File: config.mk
export PLATFORM = sky130hd
export DESIGN_NAME = pic_cmd_sequencer
export DESIGN_NICKNAME = d
export VERILOG_FILES = /design/src/rtl/pic_pkg.sv /design/src/rtl/pic_ocw_decode.sv /design/src/rtl/pic_cmd_sequencer.sv
export SDC_FILE = /design/constraint.sdc
export NUM_CORES = 1
export LEC_CHECK = 0
export ABC_AREA = 0
export CORE_ASPECT_RATIO = 0.75
export CORE_UTILIZATION = 47
export DETAILED_ROUTE_END_ITERATION = 10
export MAX_ROUTING_LAYER = met4
export PLACE_DENSITY = 0.83
export SETUP_SLACK_MARGIN = 0.15
export SLEW_MARGIN = 10
export SYNTH_ARGS = -nofsm -noshare
export SYNTH_HDL_FRONTEND = slang
export SYNTH_SLANG_ARGS = --single-unit
File: constraint.sdc
create_clock -name clk -period 2.1 [get_ports clk]
set_input_delay 0.315 -clock clk [delete_from_list [all_inputs] [get_ports clk]]
set_output_delay 0.315 -clock clk [all_outputs]
set_load 0.01 [all_outputs]
File: src/rtl/pic_pkg.sv
// Shared constants for the 8259A-style PIC command path: sequencer states,
// ICW1/OCW3 bit positions and OCW2 R/SL/EOI command codes.
package pic_pkg;

  typedef logic [2:0] state_t;

  localparam state_t ST_IDLE      = 3'd0;
  localparam state_t ST_WAIT_ICW2 = 3'd1;
  localparam state_t ST_WAIT_ICW3 = 3'd2;
  localparam state_t ST_WAIT_ICW4 = 3'd3;
  localparam state_t ST_READY     = 3'd4;

  localparam int ICW1_IC4  = 0;
  localparam int ICW1_SNGL = 1;
  localparam int ICW1_LTIM = 3;
  localparam int ICW1_SEL  = 4;

  localparam int OCW3_RIS  = 0;
  localparam int OCW3_RR   = 1;
  localparam int OCW3_P    = 2;
  localparam int OCW3_SEL  = 3;
  localparam int OCW3_SMM  = 5;
  localparam int OCW3_ESMM = 6;

  // OCW2 D7:D5 = R, SL, EOI
  localparam logic [2:0] OCW2_ROT_CLR    = 3'b000;
  localparam logic [2:0] OCW2_NS_EOI     = 3'b001;
  localparam logic [2:0] OCW2_NOP        = 3'b010;
  localparam logic [2:0] OCW2_SP_EOI     = 3'b011;
  localparam logic [2:0] OCW2_ROT_SET    = 3'b100;
  localparam logic [2:0] OCW2_ROT_NS_EOI = 3'b101;
  localparam logic [2:0] OCW2_SET_PRI    = 3'b110;
  localparam logic [2:0] OCW2_ROT_SP_EOI = 3'b111;

  localparam logic [7:0] IMR_INIT_DEFAULT = 8'h00;

endpackage

File: src/rtl/pic_ocw_decode.sv
// Combinational OCW2/OCW3 decode: turns a READY-state A0=0 write into the
// next values of the command pulses and the sticky mode flags.
module pic_ocw_decode
  import pic_pkg::*;
(
  input  logic       cmd_wr,
  input  logic [7:0] din,
  input  logic       rot_en,
  input  logic       smm,
  input  logic       rd_isr,
  input  logic [2:0] lvl,
  output logic       eoi_ns_nxt,
  output logic       eoi_sp_nxt,
  output logic       rot_ns_nxt,
  output logic       set_pri_nxt,
  output logic       poll_nxt,
  output logic       rot_en_nxt,
  output logic       smm_nxt,
  output logic       rd_isr_nxt,
  output logic [2:0] lvl_nxt
);

  logic ocw2_wr;
  logic ocw3_wr;

  assign ocw2_wr = cmd_wr && (din[ICW1_SEL] == 1'b0) && (din[OCW3_SEL] == 1'b0);
  assign ocw3_wr = cmd_wr && (din[ICW1_SEL] == 1'b0) && (din[OCW3_SEL] == 1'b1);

  // Pulses default low; flags and lvl hold unless a command rewrites them.
  always_comb begin
    eoi_ns_nxt  = 1'b0;
    eoi_sp_nxt  = 1'b0;
    rot_ns_nxt  = 1'b0;
    set_pri_nxt = 1'b0;
    poll_nxt    = 1'b0;
    rot_en_nxt  = rot_en;
    smm_nxt     = smm;
    rd_isr_nxt  = rd_isr;
    lvl_nxt     = lvl;

    if (ocw2_wr) begin
      case (din[7:5])
        OCW2_NS_EOI: eoi_ns_nxt = 1'b1;
        OCW2_SP_EOI: begin
          eoi_sp_nxt = 1'b1;
          lvl_nxt    = din[2:0];
        end
        OCW2_ROT_NS_EOI: begin
          eoi_ns_nxt = 1'b1;
          rot_ns_nxt = 1'b1;
        end
        OCW2_ROT_SET: rot_en_nxt = 1'b1;
        OCW2_ROT_CLR: rot_en_nxt = 1'b0;
        OCW2_ROT_SP_EOI: begin
          eoi_sp_nxt = 1'b1;
          rot_ns_nxt = 1'b1;
          lvl_nxt    = din[2:0];
        end
        OCW2_SET_PRI: begin
          set_pri_nxt = 1'b1;
          lvl_nxt     = din[2:0];
        end
        default: ;
      endcase
    end

    if (ocw3_wr) begin
      if (din[OCW3_ESMM]) smm_nxt    = din[OCW3_SMM];
      if (din[OCW3_P])    poll_nxt   = 1'b1;
      if (din[OCW3_RR])   rd_isr_nxt = din[OCW3_RIS];
    end
  end

endmodule

File: src/rtl/pic_cmd_sequencer.sv
// Write-side command sequencer for the PIC: walks the ICW1..ICW4 init
// sequence, then holds OCW configuration and issues one-cycle command pulses.
module pic_cmd_sequencer
  import pic_pkg::*;
#(
  parameter bit         CASCADE_EN = 1'b1,
  parameter logic [7:0] IMR_INIT   = IMR_INIT_DEFAULT
) (
  input  logic       clk,
  input  logic       reset,
  input  logic       wr_pulse,
  input  logic       a0,
  input  logic [7:0] din,
  output logic       init_done,
  output logic       ltim,
  output logic       sngl,
  output logic [4:0] vec_base,
  output logic [7:0] cas_cfg,
  output logic       upm,
  output logic       aeoi,
  output logic [1:0] buf_ms,
  output logic       sfnm,
  output logic [7:0] imr,
  output logic       irr_clr,
  output logic       eoi_ns,
  output logic       eoi_sp,
  output logic       rot_en,
  output logic       rot_ns,
  output logic       set_pri,
  output logic [2:0] lvl,
  output logic       smm,
  output logic       poll,
  output logic       rd_isr,
  output logic       proto_err
);

  state_t state;
  logic   ic4;
  logic   icw1_wr;
  logic   cmd_wr;

  logic eoi_ns_nxt, eoi_sp_nxt, rot_ns_nxt, set_pri_nxt, poll_nxt;
  logic rot_en_nxt, smm_nxt, rd_isr_nxt;
  logic [2:0] lvl_nxt;

  assign icw1_wr   = wr_pulse && !a0 && din[ICW1_SEL];
  assign cmd_wr    = wr_pulse && !a0 && (state == ST_READY);
  assign init_done = (state == ST_READY);

  pic_ocw_decode u_ocw_decode (
    .cmd_wr      (cmd_wr),
    .din         (din),
    .rot_en      (rot_en),
    .smm         (smm),
    .rd_isr      (rd_isr),
    .lvl         (lvl),
    .eoi_ns_nxt  (eoi_ns_nxt),
    .eoi_sp_nxt  (eoi_sp_nxt),
    .rot_ns_nxt  (rot_ns_nxt),
    .set_pri_nxt (set_pri_nxt),
    .poll_nxt    (poll_nxt),
    .rot_en_nxt  (rot_en_nxt),
    .smm_nxt     (smm_nxt),
    .rd_isr_nxt  (rd_isr_nxt),
    .lvl_nxt     (lvl_nxt)
  );

  // ICW1 is handled last so it overrides any OCW flag update in the same cycle.
  always_ff @(posedge clk or posedge reset) begin
    if (reset) begin
      state     <= ST_IDLE;
      ic4       <= 1'b0;
      ltim      <= 1'b0;
      sngl      <= 1'b0;
      vec_base  <= 5'd0;
      cas_cfg   <= 8'd0;
      upm       <= 1'b0;
      aeoi      <= 1'b0;
      buf_ms    <= 2'd0;
      sfnm      <= 1'b0;
      imr       <= IMR_INIT;
      irr_clr   <= 1'b0;
      eoi_ns    <= 1'b0;
      eoi_sp    <= 1'b0;
      rot_en    <= 1'b0;
      rot_ns    <= 1'b0;
      set_pri   <= 1'b0;
      lvl       <= 3'd0;
      smm       <= 1'b0;
      poll      <= 1'b0;
      rd_isr    <= 1'b0;
      proto_err <= 1'b0;
    end else begin
      irr_clr   <= 1'b0;
      proto_err <= 1'b0;
      eoi_ns    <= eoi_ns_nxt;
      eoi_sp    <= eoi_sp_nxt;
      rot_ns    <= rot_ns_nxt;
      set_pri   <= set_pri_nxt;
      poll      <= poll_nxt;
      rot_en    <= rot_en_nxt;
      smm       <= smm_nxt;
      rd_isr    <= rd_isr_nxt;
      lvl       <= lvl_nxt;

      if (icw1_wr) begin
        ltim    <= din[ICW1_LTIM];
        sngl    <= din[ICW1_SNGL];
        ic4     <= din[ICW1_IC4];
        imr     <= IMR_INIT;
        smm     <= 1'b0;
        rd_isr  <= 1'b0;
        rot_en  <= 1'b0;
        lvl     <= 3'd7;
        irr_clr <= 1'b1;
        if (!din[ICW1_IC4]) begin
          upm    <= 1'b0;
          aeoi   <= 1'b0;
          buf_ms <= 2'd0;
          sfnm   <= 1'b0;
        end
        state <= ST_WAIT_ICW2;
      end else if (wr_pulse) begin
        case (state)
          ST_WAIT_ICW2: begin
            if (a0) begin
              vec_base <= din[7:3];
              if (!sngl && CASCADE_EN) state <= ST_WAIT_ICW3;
              else if (ic4)            state <= ST_WAIT_ICW4;
              else                     state <= ST_READY;
            end else begin
              proto_err <= 1'b1;
            end
          end
          ST_WAIT_ICW3: begin
            if (a0) begin
              cas_cfg <= din;
              state   <= ic4 ? ST_WAIT_ICW4 : ST_READY;
            end else begin
              proto_err <= 1'b1;
            end
          end
          ST_WAIT_ICW4: begin
            if (a0) begin
              upm    <= din[0];
              aeoi   <= din[1];
              buf_ms <= din[3:2];
              sfnm   <= din[4];
              state  <= ST_READY;
            end else begin
              proto_err <= 1'b1;
            end
          end
          ST_READY: begin
            if (a0) imr <= din;
          end
          default: ;
        endcase
      end
    end
  end

endmodule

==> results.cfg <==
[detailed_routing]
wire_per_inst_um = 15.4
post-route-drc-count = 0
vias_per_cell = 5.41
drtIter0Drc = 76
postRouteAntennaNets = 0
firstDrtPassIters = 4
vias = 1573
drt_wl_total_um = 4470

[synthesis]
async_flop_share_pct = 100
ys_ff_latch = 45
synth_edf_count = 0
synth-seq-area-share_pct = 56.8
synth_top_cell_area_share_pct = 56.8
synthFlopType = dfrtp_1
synth_nets = 184
ys_warn_count = 0
syn_area_um2 = 1980
synth_area_leaders = dfrtp_1, mux2_2, a22o_1
synthDistinctLibCells = 40
synthCells = 172
yosysTopAreaCell = dfrtp_1
syn_area_per_cell_um2 = 11.5

[finish]
fillCellCount = 332
layout_commonest_cell = clkdlybuf4s50_1
syn2layout_area_growth_pct = 37.0
nets = 247
mostFrequentLayoutCells = clkdlybuf4s50_1, dfrtp_1, nand2_1
drive_above_1_share_pct = 21.6
ff_latch_area_um2 = 1130
diodes = 0
multi_input_area_um2 = 756

[outcome]
outcome = finished, final reports clean

[placement]
io_buffers = 53
place.gp.congestion = 0.871
post-place-ws_ns = -0.00985
hpwl_um = 3140

[global_routing]
antenna_found_initial = 0
grt_max_degree = 46
grt_pass1_vias = 1543
grt.total_usage_pct = 23.3
gr-total-overflow = 0
grt_pass1_wl_um = 7510

[power_and_ir_drop]
peakVddDrop_uv = 553
p_comb_share_pct = 41.3
power-per-cell-area_nw_per_um2 = 1150
switchingPower_w = 0.000945
sw_frac_of_total_pct = 30.4
power_w = 0.00311
seqPwrFrac_pct = 42.2
p_int_w = 0.00217
pwr-share-clk_pct = 16.5
p_leak_nw = 1.23

[clock_tree]
cts_buffers = 5
htree_num_levels = 2
clock-root-buffer = clkbuf_8
clockBufferDepth = 2
cts_tree = yes
cts_hold_buffers = 0
clock_latency_ns = 0.30
clock-sinks = 45
clkTransAtPathRegs_ns = 0.08

[floorplanning]
start_util_pct = 48.9
die_area_um2 = 4480
fp-row-count = 20
core_area_um2 = 4050
die_x_um = 77.0
die_h_um = 58.2
ios = 54

[timing]
finalWorstSetupSlack_ns = 0.296
finalSetupViolations = 0
fin_crit_ns = 1.80
skew_ns = 0.00203
max_freq_mhz = 554
period_share_pct = 85.9
slew_headroom_pct = 67.4
worstMarginPinSlew_ns = 0.485
rsz0062_at_grt = false
drv_slew = 0
hold_viol_final = 0
fin_setup_tns_ns = 0

[worst_setup_path]
regToRegSetupSlack_ns = 0.31
arrival_ns = 1.99
path_delay_family = simple AND/OR/NAND/NOR gates
path_max_fanout = 8
path_class = in2reg
critPathSlowestCell = clkdlybuf4s50_1
endpoint_kind = flip-flop
critPathBufInv = 1
required_ns = 2.29
cp-start-kind = input pin
slowest_delay_ns = 0.55
cp_cell_sequence = clkdlybuf4s50_1 > and3b_1 > nand2_1 > nor2_2 > mux2_2

[hold_path]
hold_class = in2async

[job]
maxCapViolCount = 0
-- synth_stat cells (all sizes together) (3+ instances only) --
library cell,n
mux2,13
a21oi,7
nand2,17
dfrtp,45
o21ai,12
a22o,14
buf,7
and3,3
nor2,14
mux2i,3
clkbuf,6
inv,5
nor3,3
-- per-stage QoR --
step | util (%) | hold slack, ns | cells | area (µm²)
2_1_floorplan | - | 0.432 | 172 | 1980
3_3_place_gp | 64.6 | 0.466 | 281 | 2620
3_5_place_dp | 64.6 | 0.492 | 281 | 2620
4_1_cts | 67.0 | 0.352 | 291 | 2720
5_1_grt | 67.0 | 0.391 | 291 | 2720
6_report | 67.0 | 0.350 | 291 | 2720
-- per-layer routing --
metal,vias up,wire length [µm],GRT usage (%)
met5,-,0,-
met4,0,96,10.5
met3,10,238,4.88
met2,51,1980,34.7
met1,778,2160,31.1
li1,734,-,-
-- worst register-to-register path, delay by kind of cell (launching register included) --
family | cells | cell delay (ns)
buf+inv | 1 | 0.15
simple gates | 3 | 0.76
flops | 1 | 0.38
mux | 1 | 0.39
-- sequential cells by signal, summed over array words and instances, names as in the netlist, 2 cells and up --
name,cells
buf_ms,2
cas_cfg,8
imr,8
lvl,3
state,3
vec_base,5
-- area by class of cell --
| cell class | count | area share [%] |
|---|---|---|
| multi-input combinational | 109 | 27.8 |
| sequential | 45 | 41.5 |
| inverter | 5 | 0.783 |
| clock buffer | 8 | 2.95 |
| tap | 55 | 2.53 |
| timing repair buffer | 69 | 24.4 |
-- cells by family (layout without fill, tap and decap cells) --
group	count (synthesis)	after routing	synth area share (%)
AND/OR/NAND/NOR	54	54	15.0
multiplexers	16	16	8.90
buffers and inverters	18	82	5.18
AO/OA/AOI/OAI	39	39	14.1
flip-flops	45	45	56.8
-- power by group through the flow --
stage,Clock [W],Combinational (W),Sequential [W]
6_report,0.000513,0.00129,0.00131
3_3_place_gp,0,0.00122,0.00133
5_1_grt,0.000562,0.00139,0.00135
2_1_floorplan,0,0.000526,0.00142
3_5_place_dp,0,0.00125,0.00134
4_1_cts,0.000527,0.00130,0.00132
-- final timing paths --
check / start / to / depth (start not counted)
worst min-delay path: reset / vec_base[2] / 3
worst max-delay path: wr_pulse / cas_cfg[4] / 5
max in group asynchronous: reset / state[1] / 3
worst min register to register: ltim / ltim / 2
worst max register to register: state[2] / cas_cfg[4] / 5
min in group clk: ltim / ltim / 2
-- timing repair --
action | CTS | global route
resized for setup | 3 | 0
setup endpoints to repair | 1 | 0
buffers inserted | 2 | 0
endpoints found under the hold margin | 0 | 0
(Power assumes the default switching activity.)
